File: config.mk
export PLATFORM = sky130hd
export DESIGN_NAME = teraisc_quad_decoder
export DESIGN_NICKNAME = d
export VERILOG_FILES = /design/src/rtl/qdec_pkg.sv /design/src/rtl/qdec_channel.sv /design/src/rtl/teraisc_quad_decoder.sv
export SDC_FILE = /design/constraint.sdc
export NUM_CORES = 1
export LEC_CHECK = 0
export ABC_AREA = 0
export CAP_MARGIN = 0
export CORE_ASPECT_RATIO = 0.75
export CORE_MARGIN = 3
export CORE_UTILIZATION = 45
export CTS_BUF_LIST = sky130_fd_sc_hd__clkbuf_8
export CTS_CLUSTER_SIZE = 40
export DETAILED_ROUTE_END_ITERATION = 10
export GPL_TIMING_DRIVEN = 0
export PLACE_DENSITY = 0.68
export SKIP_CTS_REPAIR_TIMING = 1
export SYNTH_ARGS = -nofsm -noshare
export SYNTH_HDL_FRONTEND = slang
export SYNTH_SLANG_ARGS = --single-unit
File: constraint.sdc
create_clock -name DI_SYSCLK -period 8.17 [get_ports DI_SYSCLK]
set_input_delay 0.817 -clock DI_SYSCLK [delete_from_list [all_inputs] [get_ports DI_SYSCLK]]
set_output_delay 0.817 -clock DI_SYSCLK [all_outputs]
set_load 0.05 [all_outputs]
File: src/rtl/qdec_pkg.sv
// Shared types and helpers for the quadrature decoder: step classification,
// Gray-step decode function and default velocity saturation bounds.
package qdec_pkg;

  typedef enum logic [1:0] {
    STEP_NONE,
    STEP_FWD,
    STEP_REV,
    STEP_ERR
  } qdec_step_t;

  // Saturation bounds for the default 16-bit velocity path; channels derive their own from VEL_W.
  localparam int unsigned QDEC_DEF_VEL_W = 16;
  localparam int QDEC_VEL_MAX = (1 << (QDEC_DEF_VEL_W - 1)) - 1;
  localparam int QDEC_VEL_MIN = -QDEC_VEL_MAX;

  // AB is packed {A,B}; 00->01->11->10->00 counts forward.
  function automatic qdec_step_t qdec_decode(input logic [1:0] prev_ab, input logic [1:0] cur_ab);
    qdec_step_t step;
    case ({prev_ab, cur_ab})
      4'b0001, 4'b0111, 4'b1110, 4'b1000: step = STEP_FWD;
      4'b0010, 4'b1011, 4'b1101, 4'b0100: step = STEP_REV;
      default: step = (prev_ab == cur_ab) ? STEP_NONE : STEP_ERR;
    endcase
    return step;
  endfunction

endpackage

File: src/rtl/qdec_channel.sv
// One quadrature channel: synchroniser, optional glitch filter (QDEC_FILTER_EN),
// step decode, position, direction, sticky error and velocity accumulator.
module qdec_channel
  import qdec_pkg::*;
#(
  parameter int unsigned CNT_W    = 16,
  parameter int unsigned VEL_W    = 16
`ifdef QDEC_FILTER_EN
  ,
  parameter int unsigned FILT_LEN = 4
`endif
) (
  input  logic             clk,
  input  logic             rst,
  input  logic             phase_a,
  input  logic             phase_b,
  input  logic             clr,
  input  logic             err_clr,
  input  logic             win_tc,
  output logic [CNT_W-1:0] pos,
  output logic [VEL_W-1:0] vel,
  output logic             pulse,
  output logic             direct,
  output logic             err
);

  localparam logic signed [VEL_W:0] VEL_MAX_X = {2'b00, {(VEL_W - 1){1'b1}}};
  localparam logic signed [VEL_W:0] VEL_MIN_X = -VEL_MAX_X;

  logic [1:0] sync1, sync2, filt_ab, prev_ab;
  logic       primed;
  qdec_step_t step;

  logic signed [VEL_W-1:0] acc, acc_next;
  logic signed [VEL_W:0]   delta, sum_ext;

  always_ff @(posedge clk) begin
    if (rst) begin
      sync1 <= '0;
      sync2 <= '0;
    end else begin
      sync1 <= {phase_a, phase_b};
      sync2 <= sync1;
    end
  end

`ifdef QDEC_FILTER_EN
  localparam int unsigned FCW = (FILT_LEN < 2) ? 1 : $clog2(FILT_LEN);
  logic [FCW-1:0] filt_cnt [2];

  // Each bit follows its input only after FILT_LEN consecutive differing samples.
  always_ff @(posedge clk) begin
    if (rst) begin
      filt_ab <= '0;
      for (int unsigned i = 0; i < 2; i++) filt_cnt[i] <= '0;
    end else begin
      for (int unsigned i = 0; i < 2; i++) begin
        if (sync2[i] != filt_ab[i]) begin
          if (filt_cnt[i] == FCW'(FILT_LEN - 1)) begin
            filt_ab[i]  <= sync2[i];
            filt_cnt[i] <= '0;
          end else begin
            filt_cnt[i] <= filt_cnt[i] + FCW'(1);
          end
        end else begin
          filt_cnt[i] <= '0;
        end
      end
    end
  end
`else
  assign filt_ab = sync2;
`endif

  always_comb begin
    step = primed ? qdec_decode(prev_ab, filt_ab) : STEP_NONE;
    delta = '0;
    if (step == STEP_FWD) delta = (VEL_W + 1)'(1);
    if (step == STEP_REV) delta = '1;
    sum_ext = $signed({acc[VEL_W-1], acc}) + delta;
    if (sum_ext > VEL_MAX_X)      acc_next = VEL_MAX_X[VEL_W-1:0];
    else if (sum_ext < VEL_MIN_X) acc_next = VEL_MIN_X[VEL_W-1:0];
    else                          acc_next = sum_ext[VEL_W-1:0];
  end

  always_ff @(posedge clk) begin
    if (rst) begin
      prev_ab <= '0;
      primed  <= 1'b0;
      pos     <= '0;
      pulse   <= 1'b0;
      direct  <= 1'b0;
      err     <= 1'b0;
      acc     <= '0;
      vel     <= '0;
    end else begin
      prev_ab <= filt_ab;
      primed  <= 1'b1;
      pulse   <= (step == STEP_FWD) || (step == STEP_REV);
      if (step == STEP_FWD) direct <= 1'b1;
      if (step == STEP_REV) direct <= 1'b0;
      // Clear wins over a coincident step for position only.
      if (clr)                   pos <= '0;
      else if (step == STEP_FWD) pos <= pos + CNT_W'(1);
      else if (step == STEP_REV) pos <= pos - CNT_W'(1);
      if (step == STEP_ERR) err <= 1'b1;
      else if (err_clr)     err <= 1'b0;
      if (win_tc) begin
        vel <= acc_next;
        acc <= '0;
      end else begin
        acc <= acc_next;
      end
    end
  end

endmodule

File: src/rtl/teraisc_quad_decoder.sv
// Multi-channel x4 quadrature decoder: shared velocity window plus NUM_CH channels.
// Define QDEC_FILTER_EN to insert a FILT_LEN-sample glitch filter on each phase.
module teraisc_quad_decoder
  import qdec_pkg::*;
#(
  parameter int unsigned NUM_CH     = 2,
  parameter int unsigned CNT_W      = 16,
  parameter int unsigned VEL_W      = 16,
  parameter int unsigned VEL_PERIOD = 50000,
  parameter int unsigned FILT_LEN   = 4
) (
  input  logic                    DI_SYSCLK,
  input  logic                    DI_RESET,
  input  logic [NUM_CH-1:0]       DI_PHASE_A,
  input  logic [NUM_CH-1:0]       DI_PHASE_B,
  input  logic [NUM_CH-1:0]       DI_CLR,
  input  logic                    DI_ERR_CLR,
  output logic [NUM_CH*CNT_W-1:0] DO_POS,
  output logic [NUM_CH*VEL_W-1:0] DO_VEL,
  output logic                    DO_VEL_VALID,
  output logic [NUM_CH-1:0]       DO_PULSE,
  output logic [NUM_CH-1:0]       DO_DIRECT,
  output logic [NUM_CH-1:0]       DO_ERR
);

  localparam int unsigned WCW = (VEL_PERIOD < 2) ? 1 : $clog2(VEL_PERIOD);

  if (NUM_CH < 1 || VEL_PERIOD < 2 || FILT_LEN < 1) begin : g_bad_param
    $error("teraisc_quad_decoder: illegal parameter value");
  end

  logic [WCW-1:0] win_cnt;
  logic           win_tc;

  assign win_tc = (win_cnt == WCW'(VEL_PERIOD - 1));

  always_ff @(posedge DI_SYSCLK) begin
    if (DI_RESET) begin
      win_cnt      <= '0;
      DO_VEL_VALID <= 1'b0;
    end else begin
      win_cnt      <= win_tc ? '0 : win_cnt + WCW'(1);
      DO_VEL_VALID <= win_tc;
    end
  end

  for (genvar ch = 0; ch < NUM_CH; ch++) begin : g_ch
    qdec_channel #(
      .CNT_W    (CNT_W),
      .VEL_W    (VEL_W)
`ifdef QDEC_FILTER_EN
      ,
      .FILT_LEN (FILT_LEN)
`endif
    ) u_ch (
      .clk     (DI_SYSCLK),
      .rst     (DI_RESET),
      .phase_a (DI_PHASE_A[ch]),
      .phase_b (DI_PHASE_B[ch]),
      .clr     (DI_CLR[ch]),
      .err_clr (DI_ERR_CLR),
      .win_tc  (win_tc),
      .pos     (DO_POS[ch*CNT_W +: CNT_W]),
      .vel     (DO_VEL[ch*VEL_W +: VEL_W]),
      .pulse   (DO_PULSE[ch]),
      .direct  (DO_DIRECT[ch]),
      .err     (DO_ERR[ch])
    );
  end

endmodule
* After elaboration in Yosys (flattened, before gate mapping)
Index checks and enable logic that the tools add are counted.
** Operators by class
- Muxes and demuxes :: 22
- Equality and inequality tests :: 25
- Magnitude comparators :: 4
- Reductions and logical operators :: 15
- $add $sub $neg :: 7
** Operators by type and width (count)
- 16-bit two-way mux :: 8
- 16-bit by 1-bit adder with 16-bit output, second input constant :: 3
- 16-bit by 17-bit adder with 17-bit output :: 2
- 17-bit by 16-bit greater-than comparator with 1-bit output, second input constant :: 2
- 17-bit by 16-bit less-than comparator with 1-bit output, second input constant :: 2
- 17-bit two-way mux :: 2
- 4-bit equality test, second input constant :: 8
- 16-bit by 1-bit subtractor with 16-bit output, second input constant :: 2
- 16-bit equality test, second input constant :: 1
- 4-bit by 3-bit equality test with 1-bit output, second input constant :: 4
- 4-bit OR reduction :: 4
- 2-bit OR reduction :: 5
- 2-bit equality test, second input constant :: 4
- 4-bit by 1-bit equality test with 1-bit output, second input constant :: 2
- 4-bit by 2-bit equality test with 1-bit output, second input constant :: 2
- 2-bit two-way mux :: 4
- 2-bit one-hot mux with 2 select lines :: 2
- 2-bit nonzero test :: 4
- 1-bit two-way mux :: 6
- 2-bit by 1-bit equality test with 1-bit output, second input constant :: 2
- 2-bit equality test :: 2
- 1-bit logical OR :: 2
** Storage, ports and cells
- Register bits after elaboration :: 132
- Output and inout port bits :: 71
- Input bits :: 9

* Longest topological paths before layout
Gate-level depths: netlist of run 1.
- Word-level depth :: 11
- Gate-level depth with buffers :: 20
- Mapped depth without buffers :: 18

* By module
Synthesis of run 1 repeated with hierarchy kept, for this count alone.
** Unflattened totals
- Cells, all modules :: 971
- Area total of the unflattened synthesis :: 8262.9 µm²
** Modules (own cells, without submodules)
- qdec_channel :: area an instance 3733.6 µm², times used 2, cells each 444, seq. area each 1161.1 µm²
- teraisc_quad_decoder :: area an instance 795.8 µm², times used 1, cells each 83, seq. area each 340.3 µm²

* Least setup slack after synthesis of run 1
Ideal clock, no wire load.
- Path type :: flip-flop to flip-flop
- Start :: reg g_ch[1].u_ch.prev_ab[0]
- End :: reg g_ch[1].u_ch.acc[12]
- Path slack :: 3.894 ns
- Arrival :: 4.134 ns
- Library setup time :: 0.142 ns
- Stages on the path, launching flop included :: 18
- Clock period less this slack :: 4.276 ns
- Data required time :: 8.028 ns
- Cells stage by stage :: dfxtp_1 -> nor2b_1 -> or3b_2 -> o211ai_1 -> ha_1 -> clkbuf_1 -> clkinv_1 -> ha_1 -> fa_1 -> a211oi_2 -> o21ai_1 -> and4_1 -> or4_1 -> a21oi_1 -> and4_1 -> a21o_1 -> buf_4 -> a221oi_1
** On the way
- Longest elaborated chain between the ends :: 11
- Elaborated cells between the ends (all ways) :: 23
** Ends and longest elaborated chain
- from (decl) :: RTL line qdec_channel.sv:30 : logic [1:0] sync1, sync2, filt_ab, prev_ab;
- from (signal assigned) :: RTL line qdec_channel.sv:97 : prev_ab <= filt_ab;
- 4-bit by 2-bit equality test with 1-bit output (tied with other cells) :: RTL line qdec_pkg.sv:20 : case ({prev_ab, cur_ab})
- 4-bit OR reduction or 2-bit two-way mux (tied branches) :: RTL line qdec_pkg.sv:20, qdec_pkg.sv:23
- 2-bit one-hot mux with 2 select lines * :: RTL line qdec_pkg.sv:20
- 2-bit two-way mux * :: RTL line qdec_channel.sv:76 : step = primed ? qdec_decode(prev_ab, filt_ab) : STEP_NONE;
- 2-bit by 1-bit equality test with 1-bit output :: RTL line qdec_channel.sv:78 : if (step == STEP_FWD) delta = (VEL_W + 1)'(1);
- 1-bit two-way mux :: RTL line qdec_channel.sv:78
- 17-bit two-way mux * :: RTL line qdec_channel.sv:79 : if (step == STEP_REV) delta = '1;
- 16-bit by 17-bit adder with 17-bit output * :: RTL line qdec_channel.sv:80 : sum_ext = $signed({acc[VEL_W-1], acc}) + delta;
- 17-bit by 16-bit less-than comparator with 1-bit output :: RTL line qdec_channel.sv:82 : else if (sum_ext < VEL_MIN_X) acc_next = VEL_MIN_X[VEL_W-1:0];
- 16-bit two-way mux :: RTL line qdec_channel.sv:82
- 16-bit two-way mux * :: RTL line qdec_channel.sv:81 : if (sum_ext > VEL_MAX_X) acc_next = VEL_MAX_X[VEL_W-1:0];
- to (signal assigned) :: RTL line qdec_channel.sv:112 : acc <= acc_next;
- to (decl) :: RTL line qdec_channel.sv:34 : logic signed [VEL_W-1:0] acc, acc_next;
Mark *: on every way between the ends. The rest lies on a longest branch, timed or not.
A chain may end at the register's enable or synchronous reset.

* Worst setup path after layout of run 1
Ends and elaborated chain as after synthesis.

==> summary.md, run 1 <==
| Metric | Value |
|---|---|
| Outcome | finished clean |
| Core area | 17,300 um^2 |
| Io pins | 80 |
| Worst Path Max Fanout | 10 |
| Initial DRC count | 455 |
| Clock latency on the worst-skew pair | 440 ps |
| Final worst-path setup slack | 3030 ps |
| Total placed cells including tap cells | 1,292 |
| Top cells by area in the synthesized netlist | dfxtp_1, ha_1, nor2_1 |
| Avg Inst Size Synth | 8.34 um^2 |
| Non-filler cells, final | 1,324 |
| Remaining antenna violation count | 0 |
| Final worst-path cycle share | 62.9% |
| Yosys top cell by area | dfxtp_1 |
| Setup crit start kind | register |
| Dpl ws | 3090 ps |
| CTS tree | done |
| Maximum clock rate | 0.195 GHz |
| Layout Skew | 12.6 ps |
| VDD IR-drop max | 0.115 mV |
| CTS buffer count | 17 |
| Chip height | 123 um |
| Pre-Repair DR Iteration Count | 5 |
| Internal reg-to-reg setup slack | 3030 ps |
| Synth warnings | 0 |
| Final WL | 21.0 mm |
| Worst Hold Class | reg2reg |
| Root Buffer | clkbuf_8 |
| Die Footprint | 19,800 um^2 |
| Top cell type's share of synthesized area | 32.4% |
| Pleak | 3.96 nW |
| Commonest register cell after synthesis | dfxtp_1 |
| Vias/cell | 5.52 |
| H-tree levels | 4 |
| Hpwl dp | 15.4 mm |
| Clock sinks | 132 |
| Initial antenna violation count | 0 |
| GRT Overall Usage | 21.7% |
| # setup viols final | 0 |
| Crit path capture type | register |
| Vias in the first global route | 7,016 |
| Port bufs | 79 |
| Syn nets | 1,057 |
| Max_slew headroom | 44.7% |
| Post-synthesis sequential area ratio | 32.4% |
| Share of async-settable or async-resettable flops after synthesis | 0% |
| Post-synth EDFFs | 0 |
| Layout Nets | 1,155 |
| Cells after synthesis | 977 |
| Initial cell density of the core | 47.1% |
| Slew Limit Fails | 0 |
| N_diodes | 0 |
| Worst slew pin tran | 830 ps |
| PwrDens | 204 nW/um^2 |
| Worst Setup EP | g_ch[1].u_ch.acc[12] |
| Total congestion overflow | 0 |
| Seq cells post-synth | 132 |
| CTS max path bufs | 2 |
| RSZ-0062 raised after global routing | false |
| Crit path kind | reg2reg |
| FF-to-FF End | g_ch[1].u_ch.acc[12] |
| RR Startpoint | g_ch[1].u_ch.prev_ab[0] |
| Fraction of layout cells with a size suffix above 1 | 7.08% |
| Clock Pin Slew Worst Setup and Hold Paths | 70 ps |
| Layout fillers | 1,626 |
| Hold depth | 1 |
| First-pass GRT wire length | 35.0 mm |
| R2R cell count | 17 |
| Critical Path AT | 5420 ps |
| Crit path time final | 5140 ps |
| Die Width | 161 um |
| Final Util | 56.1% |
| Routability cong. | 0.837 |
| Fin. Hold Viols | 0 |
| Setup crit start | g_ch[1].u_ch.prev_ab[0] |
| P&R area growth vs syn | 19.1% |
| Max-cap violations | 0 |
| DRC | 0 |
| Detailed-route via count | 7,312 |
| Routed WL per cell | 15.9 um |
| Setup TNS | 0 ps |
| CP required | 8460 ps |
| Core Rows | 41 |
| Netlist cell types | 77 |
| Synth Cell Area | 8140 um^2 |
| Largest net degree at the start of global routing | 18 |
-- cell families after synthesis --
group / count (synthesis) / share of synthesized area (%)
compound gates: 260 / 22.1
xor+xnor: 57 / 6.22
fa+ha+maj: 83 / 12.8
buf+inv: 81 / 4.26
flops: 132 / 32.4
mux: 9 / 1.15
simple gates: 355 / 20.9
-- area by class of cell --
class / instances / area [um^2] / share of cell area [%]
Multi-Input combinational cell: 764 / 5160 / 53.2
Sequential cell: 132 / 2640 / 27.2
Timing Repair Buffer: 79 / 791 / 8.15
Clock buffer: 23 / 317 / 3.26
Tap cell: 236 / 295 / 3.04
Buffer: 51 / 234 / 2.41
Clock inverter: 9 / 149 / 1.53
Inverter: 30 / 113 / 1.16
-- per-layer routing --
| metal | part of all wire [%] | vias up | global-route usage (%) |
|---|---|---|---|
| met5 | 0 | - | 0 |
| met4 | 1.1 | 0 | 4.41 |
| met3 | 5.4 | 21 | 5.03 |
| met2 | 41 | 165 | 32.3 |
| met1 | 52 | 3401 | 32.0 |
| li1 | - | 3725 | - |
-- report_power, final --
part	switching (mW)	internal [mW]
Clock	0.257	0.380
Sequential	0.0232	0.689
Combinational	0.390	0.240
Total	0.671	1.31
-- metrics by stage --
step | power (mW) | hold WS (ps) | cell area (um^2)
finish | 1.98 | 434 | 9700
global route | 2.09 | 450 | 9700
CTS | 1.99 | 440 | 9700
detailed placement | 1.34 | 424 | 9230
global placement | 1.34 | 417 | 9230
floorplan | 1.20 | 414 | 8140
-- state kept, by name (all words and copies together), names as in the netlist --
register	cells
g_ch.u_ch.vel	32
g_ch.u_ch.acc	32
g_ch.u_ch.pulse	2
g_ch.u_ch.direct	2
DO_VEL_VALID	1
g_ch.u_ch.prev_ab	4
g_ch.u_ch.err	2
g_ch.u_ch.primed	1
win_cnt	16
g_ch.u_ch.pos	32
g_ch.u_ch.sync1	4
g_ch.u_ch.filt_ab	4
-- worst max-delay path, cell delays in order (launching register included) --
cell,delay (ps)
dfxtp_1,350
nor2b_1,160
or3b_2,460
o211ai_1,140
ha_1,170
clkbuf_1,250
clkinv_1,360
ha_1,350
fa_1,430
a211oi_2,360
o21ai_1,140
and4_1,250
or4_1,530
a21oi_1,190
and4_1,280
a21o_1,210
buf_4,220
a221oi_1,100
-- cells in the mapped netlist (4+ instances only) --
cell type and instances:
nand3_1 35, clkbuf_1 32, nor4_1 4, maj3_1 6, xnor2_1 27, or2_2 4, buf_2 4, o31ai_1 5
a221oi_1 6, mux2i_1 6, nor3_1 26, a211oi_1 19, and4_1 6, maj3_2 6, inv_1 29, or3_1 5
a21boi_0 5, buf_4 10, ha_1 67, and3_1 17, fa_1 4, o21ai_0 42, o211ai_1 19, a211oi_2 7
o21bai_1 5, dfxtp_1 132, o21a_1 8, o211a_1 4, a21oi_1 69, nor2b_1 22, xor2_1 29, a31oi_1 5
a21o_1 16, nand2_1 76, buf_1 5, nand4_1 7, and2_1 6, o21ai_1 14, nor2_1 123
-- cell usage in the layout, fill, tap and decap left out, drive strengths merged, types with 5 or more instances in the layout --
cell	count
xor2	30
buf	19
nor3	26
a21oi	69
a221oi	7
and3	17
mux2i	6
ha	67
maj3	12
or2	5
inv	31
nand2	76
dfxtp	132
a21o	16
a21boi	6
o21ai	56
a211oi	26
o21bai	5
o21a	8
clkdlybuf4s50	79
nand4	7
nor2b	22
xnor2	27
nor2	123
or3	5
clkbuf	55
a31oi	7
and4	6
o31ai	5
o211ai	19
nand3	35
and2	6
-- how the worst min path moves through the flow --
stage,start,endpoint
3_3_place_gp,g_ch[0].u_ch.sync1[1],g_ch[0].u_ch.filt_ab[1]
5_1_grt,g_ch[0].u_ch.sync1[1],g_ch[0].u_ch.filt_ab[1]
6_report,g_ch[0].u_ch.sync1[1],g_ch[0].u_ch.filt_ab[1]
3_5_place_dp,g_ch[1].u_ch.sync1[1],g_ch[1].u_ch.filt_ab[1]
4_1_cts,g_ch[0].u_ch.sync1[1],g_ch[0].u_ch.filt_ab[1]
2_1_floorplan,g_ch[0].u_ch.sync1[0],g_ch[0].u_ch.filt_ab[0]
Power figures use the tool's default switching activity.
==> run 2: changes to the inputs <==
Clock period 8.17 ns to 4.9 ns, I/O delays scaled along.
==> run 2 against run 1 <==
- global-route usage stayed put
- highest routed layer unchanged
- critical endpoint unchanged
- sequential share of layout area fell by 0.12 points
- critical path type unchanged
- die area stayed put
- sequential cell count stayed put
- register-to-register slack got worse by 2700 ps
- cell count about the same
==> summary.md, run 2 (synthesis gave the netlist of run 1 again) <==
| Metric | Value |
|---|---|
| Outcome | finished clean |
| Root Buffer | clkbuf_8 |
| Total placed cells including tap cells | 1,292 |
| Chip height | 123 um |
| RR Startpoint | g_ch[1].u_ch.prev_ab[0] |
| First-pass GRT wire length | 35.0 mm |
| Core area | 17,300 um^2 |
| VDD IR-drop max | 0.192 mV |
| Fraction of layout cells with a size suffix above 1 | 7.64% |
| Dpl ws | -182 ps |
| P&R area growth vs syn | 19.6% |
| Final worst-path cycle share | 94.0% |
| Setup crit start kind | register |
| Initial DRC count | 451 |
| # setup viols final | 0 |
| Clock Pin Slew Worst Setup and Hold Paths | 70 ps |
| Hpwl dp | 15.4 mm |
| H-tree levels | 4 |
| Reg area | 2640 um^2 |
| DRC | 0 |
| Vias in the first global route | 7,016 |
| Setup crit start | g_ch[1].u_ch.prev_ab[0] |
| Non-filler cells, final | 1,323 |
| Final worst-path setup slack | 295 ps |
| CP required | 5190 ps |
| Die Width | 161 um |
| Clock sinks | 132 |
| Worst Path Max Fanout | 10 |
| Io pins | 80 |
| Max-cap violations | 0 |
| PwrDens | 340 nW/um^2 |
| Worst slew pin tran | 781 ps |
| Layout Skew | 12.5 ps |
| Most frequent cells in the layout | dfxtp_1, nor2_1, clkdlybuf4s50_1 |
| Initial antenna violation count | 0 |
| Slowest library cell on the worst path | or4_1 |
| N_diodes | 0 |
| Top cell family by delay on the critical path | simple AND/OR/NAND/NOR gates |
| Port bufs | 79 |
| Remaining antenna violation count | 0 |
| Pre-Repair DR Iteration Count | 5 |
| CTS buffer count | 17 |
| Die Footprint | 19,800 um^2 |
| Max_slew headroom | 47.6% |
| Fin area | 9740 um^2 |
| Core Rows | 41 |
| Slew Limit Fails | 0 |
| Worst Hold Class | reg2reg |
| Largest net degree at the start of global routing | 18 |
| Biggest regs | g_ch.u_ch.acc x32, g_ch.u_ch.pos x32, g_ch.u_ch.vel x32 |
| Crit path kind | reg2reg |
| CP dominant cell by count | and4_1 |
| Crit path time final | 4600 ps |
| Max incr delay on CP | 530 ps |
| Critical Path AT | 4890 ps |
| Multi-input gate area | 5190 um^2 |
| GRT Overall Usage | 21.7% |
| Layout Nets | 1,154 |
| Total congestion overflow | 0 |
| Crit path capture type | register |
| Initial cell density of the core | 47.1% |
| CTS tree | done |
| Cell chain of the critical path | nor2b_1 > or3b_2 > o211ai_1 > ha_4 > clkinvlp_4 > ha_1 > fa_1 > a211oi_4 > o21ai_1 > and4_1 > or4_1 > a21oi_1 > and4_1 > a21o_1 > buf_4 > a221oi_1 |
| Pleak | 3.97 nW |
| Routability cong. | 0.837 |
| Routed WL per cell | 15.9 um |
| Final WL | 21.0 mm |
| RSZ-0062 raised after global routing | false |
| Most common cell after layout, fill and taps aside | dfxtp_1 |
| Detailed-route via count | 7,297 |
| Maximum clock rate | 0.217 GHz |
| Layout fillers | 1,617 |
| Buf/Inv on CP | 2 |
| Clock latency on the worst-skew pair | 440 ps |
| Vias/cell | 5.52 |
| CTS max path bufs | 2 |
| Launch point of the worst hold path | g_ch[0].u_ch.sync1[1] |
| Placed cell area | 9230 um^2 |
| Fin. Hold Viols | 0 |
run 2: worst paths after layout:
path,to,cells after the start,slack [ps]
min reg2reg,g_ch[0].u_ch.filt_ab[1],1,430
max reg2reg,g_ch[1].u_ch.acc[12],16,300
max,g_ch[1].u_ch.acc[12],16,300
min,g_ch[0].u_ch.filt_ab[1],1,430
run 2: cell type report:
type / count / area share (%)
Multi-Input combinational cell: 764 / 53.3
Sequential cell: 132 / 27.1
Timing Repair Buffer: 80 / 8.19
Clock buffer: 23 / 3.25
Tap cell: 236 / 3.03
Buffer: 49 / 2.34
Clock inverter: 9 / 1.53
Inverter: 30 / 1.23
run 2: metal layers:
metal	vias to the layer above	GRT usage [%]	part of all wire [%]
li1	3716	-	-
met1	3370	32.0	52
met2	187	32.3	41
met3	24	5.03	5.7
met4	0	4.41	1.1
met5	-	0	0
run 2: worst register-to-register path, stage by stage (launching register included):
cell,delay [ps]
dfxtp_1,350
nor2b_1,160
or3b_2,460
o211ai_1,180
ha_4,230
clkinvlp_4,130
ha_1,240
fa_1,450
a211oi_4,320
o21ai_1,140
and4_1,250
or4_1,530
a21oi_1,190
and4_1,280
a21o_1,210
buf_4,220
a221oi_1,110
run 2: where the power goes:
| part | total, mW | leakage (nW) | switching (mW) | internal [mW] |
|---|---|---|---|---|
| registers | 1.19 | 1.07 | 0.0385 | 1.15 |
| clock network | 1.06 | 0.241 | 0.429 | 0.634 |
| logic | 1.06 | 2.65 | 0.654 | 0.406 |
run 2: stage by stage:
step                      hold WS [ps]  utilization, %  TNS [ps]  power, mW
after floorplan                    414               -         0       2.00
after global placement             417            53.4      -959       2.23
after detailed placement           424            53.4     -1660       2.24
after CTS                          440            56.1     -1960       3.31
after global routing               450            56.4         0       3.50
final                              434            56.4         0       3.31
==> run 3: changes to the inputs <==
Settings changed: ABC_AREA 0 to 1.
==> run 3 against run 2 <==
- routed wire length is 5.5% lower
- global-route usage is 0.96 points lower
- critical endpoint is now g_ch[0].u_ch.vel[0]
- synthesized cell count is 25% higher
- die area is 1.1% higher
- sequential power is 3% higher
- critical path depth is 5 higher
- register-to-register slack better by 180 ps
==> summary.md, run 3 <==
| Metric | Value |
|---|---|
| Outcome | finished clean |
| Top post-synthesis cells by count | nand2_1, inv_1, nor2_1, dfxtp_1, a21oi_1 |
| Most frequent cells in the layout | nand2_1, inv_1, nor2_1 |
| Pleak | 5.05 nW |
| Hpwl dp | 15.2 mm |
| Adder-Cell Fraction of Synth Area | 11.1% |
| Biggest regs | g_ch.u_ch.acc x32, g_ch.u_ch.pos x32, g_ch.u_ch.vel x32 |
| CP required | 5240 ps |
| Fraction of layout cells with a size suffix above 1 | 5.80% |
| Worst hold slack | 402 ps |
| Maximum clock rate | 0.226 GHz |
| First-pass GRT wire length | 33.7 mm |
| Yosys top cell by area | dfxtp_1 |
| Leading cell type by number of instances after synthesis | nand2_1 |
| Layout Skew | 18.9 ps |
| Initial antenna violation count | 0 |
| Clock sinks | 132 |
| Dpl ws | 122 ps |
| Cells after synthesis | 1,217 |
| Critical Path AT | 4760 ps |
| Final worst-path cycle share | 90.2% |
| CTS tree | done |
| Routability cong. | 0.883 |
| Layout fillers | 1,751 |
| Die Width | 162 um |
| Root Buffer | clkbuf_8 |
| Netlist cell types | 44 |
| Post-synthesis sequential area ratio | 32.1% |
| H-tree levels | 4 |
| CTS buffer count | 17 |
| Post-synth EDFFs | 0 |
| Final worst-path setup slack | 478 ps |
| Top cell type's share of synthesized area | 32.1% |
| Simple-Gate Fraction of Synth Area | 29.8% |
| Slew Limit Fails | 0 |
| Largest family of logic cells by synthesized area | simple AND/OR/NAND/NOR gates |
| Chip height | 123 um |
| Remaining antenna violation count | 0 |
| Worst slew pin tran | 923 ps |
| PwrDens | 363 nW/um^2 |
| Die Footprint | 20,000 um^2 |
| Synth warnings | 0 |
| Syn nets | 1,297 |
| Launch point of the worst hold path | g_ch[0].u_ch.sync1[0] |
| Clock Pin Slew Worst Setup and Hold Paths | 70 ps |
| Vias in the first global route | 6,947 |
| RR Startpoint | g_ch[0].u_ch.filt_ab[1] |
| Internal reg-to-reg setup slack | 480 ps |
| Hold EP | g_ch[0].u_ch.filt_ab[0] |
| RSZ-0062 raised after global routing | false |
| Setup crit start kind | register |
| Avg Inst Size Synth | 6.77 um^2 |
| Max_slew headroom | 38.0% |
| VDD IR-drop max | 0.163 mV |
| Worst Path Max Fanout | 16 |
| N_diodes | 0 |
| Crit path kind | reg2reg |
| Initial cell density of the core | 46.2% |
| Detailed-route via count | 7,653 |
| Routed WL per cell | 12.6 um |
| GRT Overall Usage | 20.7% |
| Crit path time final | 4420 ps |
| DRC | 0 |
| Io pins | 80 |
| Final Util | 54.7% |
| Reg area | 2640 um^2 |
| Fin area | 9740 um^2 |
| P&R area growth vs syn | 18.2% |
| # setup viols final | 0 |
| Most common cell after layout, fill and taps aside | nand2_1 |
| FF-to-FF End | g_ch[0].u_ch.vel[0] |
| Core Rows | 42 |
| Hold depth | 2 |
| Xor-xnor portion of the synthesized cell area | 4.95% |
| Multiplexer area fraction after synthesis | 0% |
| Layout Nets | 1,396 |
| Post-synthesis compound-gate area fraction | 12.0% |
| Largest net degree at the start of global routing | 19 |
| Initial DRC count | 483 |
| CTS max path bufs | 2 |
| Crit path capture type | register |
| Top cells by area in the synthesized netlist | dfxtp_1, nand2_1, ha_1 |
| Port bufs | 79 |
| Setup TNS | 0 ps |
| Synth Cell Area | 8240 um^2 |
| Total congestion overflow | 0 |
| Multi-input gate area | 4770 um^2 |
| Overall Power | 3.54 mW |
| Worst Hold Class | reg2reg |
| Final WL | 19.8 mm |
| Commonest register cell after synthesis | dfxtp_1 |
| Core area | 17,800 um^2 |
| Total placed cells including tap cells | 1,538 |
| Placed cell area | 9330 um^2 |
| Clock latency on the worst-skew pair | 460 ps |
| Non-filler cells, final | 1,570 |
| Pre-Repair DR Iteration Count | 5 |
| Seq cells post-synth | 132 |
| Share of async-settable or async-resettable flops after synthesis | 0% |
| R2R cell count | 21 |
| Max-cap violations | 0 |
| Vias/cell | 4.87 |
| Fin. Hold Viols | 0 |
==> run 3: cell count changes after synthesis, sizes merged, moves of 19 or more <==
| cell | delta |
|---|---|
| nand2 | +278 |
| inv | +143 |
| a211oi | -22 |
| nor2b | -22 |
| nor2 | +20 |
| nand3 | +19 |
==> run 3: how the worst max path moves through the flow <==
| stage | from | endpoint | slack, ps | cells after the start |
|---|---|---|---|---|
| after floorplan | g_ch[1].u_ch.filt_ab[1] | g_ch[1].u_ch.vel[8] | 1250 | 23 |
| after global placement | g_ch[0].u_ch.filt_ab[1] | g_ch[0].u_ch.vel[0] | 190 | 23 |
| after detailed placement | g_ch[0].u_ch.filt_ab[1] | g_ch[0].u_ch.vel[0] | 120 | 23 |
| after CTS | g_ch[0].u_ch.filt_ab[1] | g_ch[0].u_ch.vel[0] | 80 | 23 |
| after global routing | g_ch[0].u_ch.filt_ab[1] | g_ch[0].u_ch.vel[0] | 40 | 21 |
| final | g_ch[0].u_ch.filt_ab[1] | g_ch[0].u_ch.vel[0] | 480 | 21 |
==> run 3: power breakdown <==
part,total (mW),switching (mW),internal (mW)
registers,1.23,0.0540,1.18
clock network,0.904,0.446,0.459
logic,1.40,0.901,0.498
==> run 3: cell families (layout without fill, tap and decap cells) <==
kind of cell / after synthesis / count (layout)
xor gates and xnor gates: 44 / 44
DFF: 132 / 132
adders and majority gates: 71 / 71
and+or+nand+nor: 589 / 589
buffers and inverters: 204 / 315
AOI/OAI and AO/OA: 177 / 177
==> run 3: cell type report <==
class                   count  share of cell area (%)
repair buffers             83                    8.43
clock inverters            13                    1.40
well taps                 242                    3.11
flip-flops and latches    132                    27.1
multi-input cells         881                    49.0
inverters                 173                    6.71
clock buffers              18                    2.54
plain buffers              28                    1.71
==> run 3: critical path, stage by stage (launching register included) <==
cell and delay, ps:
dfxtp_1 390, xor2_1 150, o21ai_0 140, nor2_1 240, inv_1 70, ha_1 490, inv_1 380, ha_1 360
fa_1 450, nand3_1 110, nand3_1 160, nand3_1 150, nand3_1 100, nand4_1 80, nand2_1 80, xor2_2 250
inv_1 90, nand2_2 160, buf_6 160, nand3_1 140, nand2_1 100, nand2_1 50
==> run 3: routing by layer <==
metal / wire [um] / global-route usage (%) / share of wire (%)
met1: 10500 / 30.6 / 53
met2: 8330 / 30.9 / 42
met3: 811 / 3.88 / 4.1
met4: 191 / 5.43 / 0.96
met5: 0 / 0 / 0
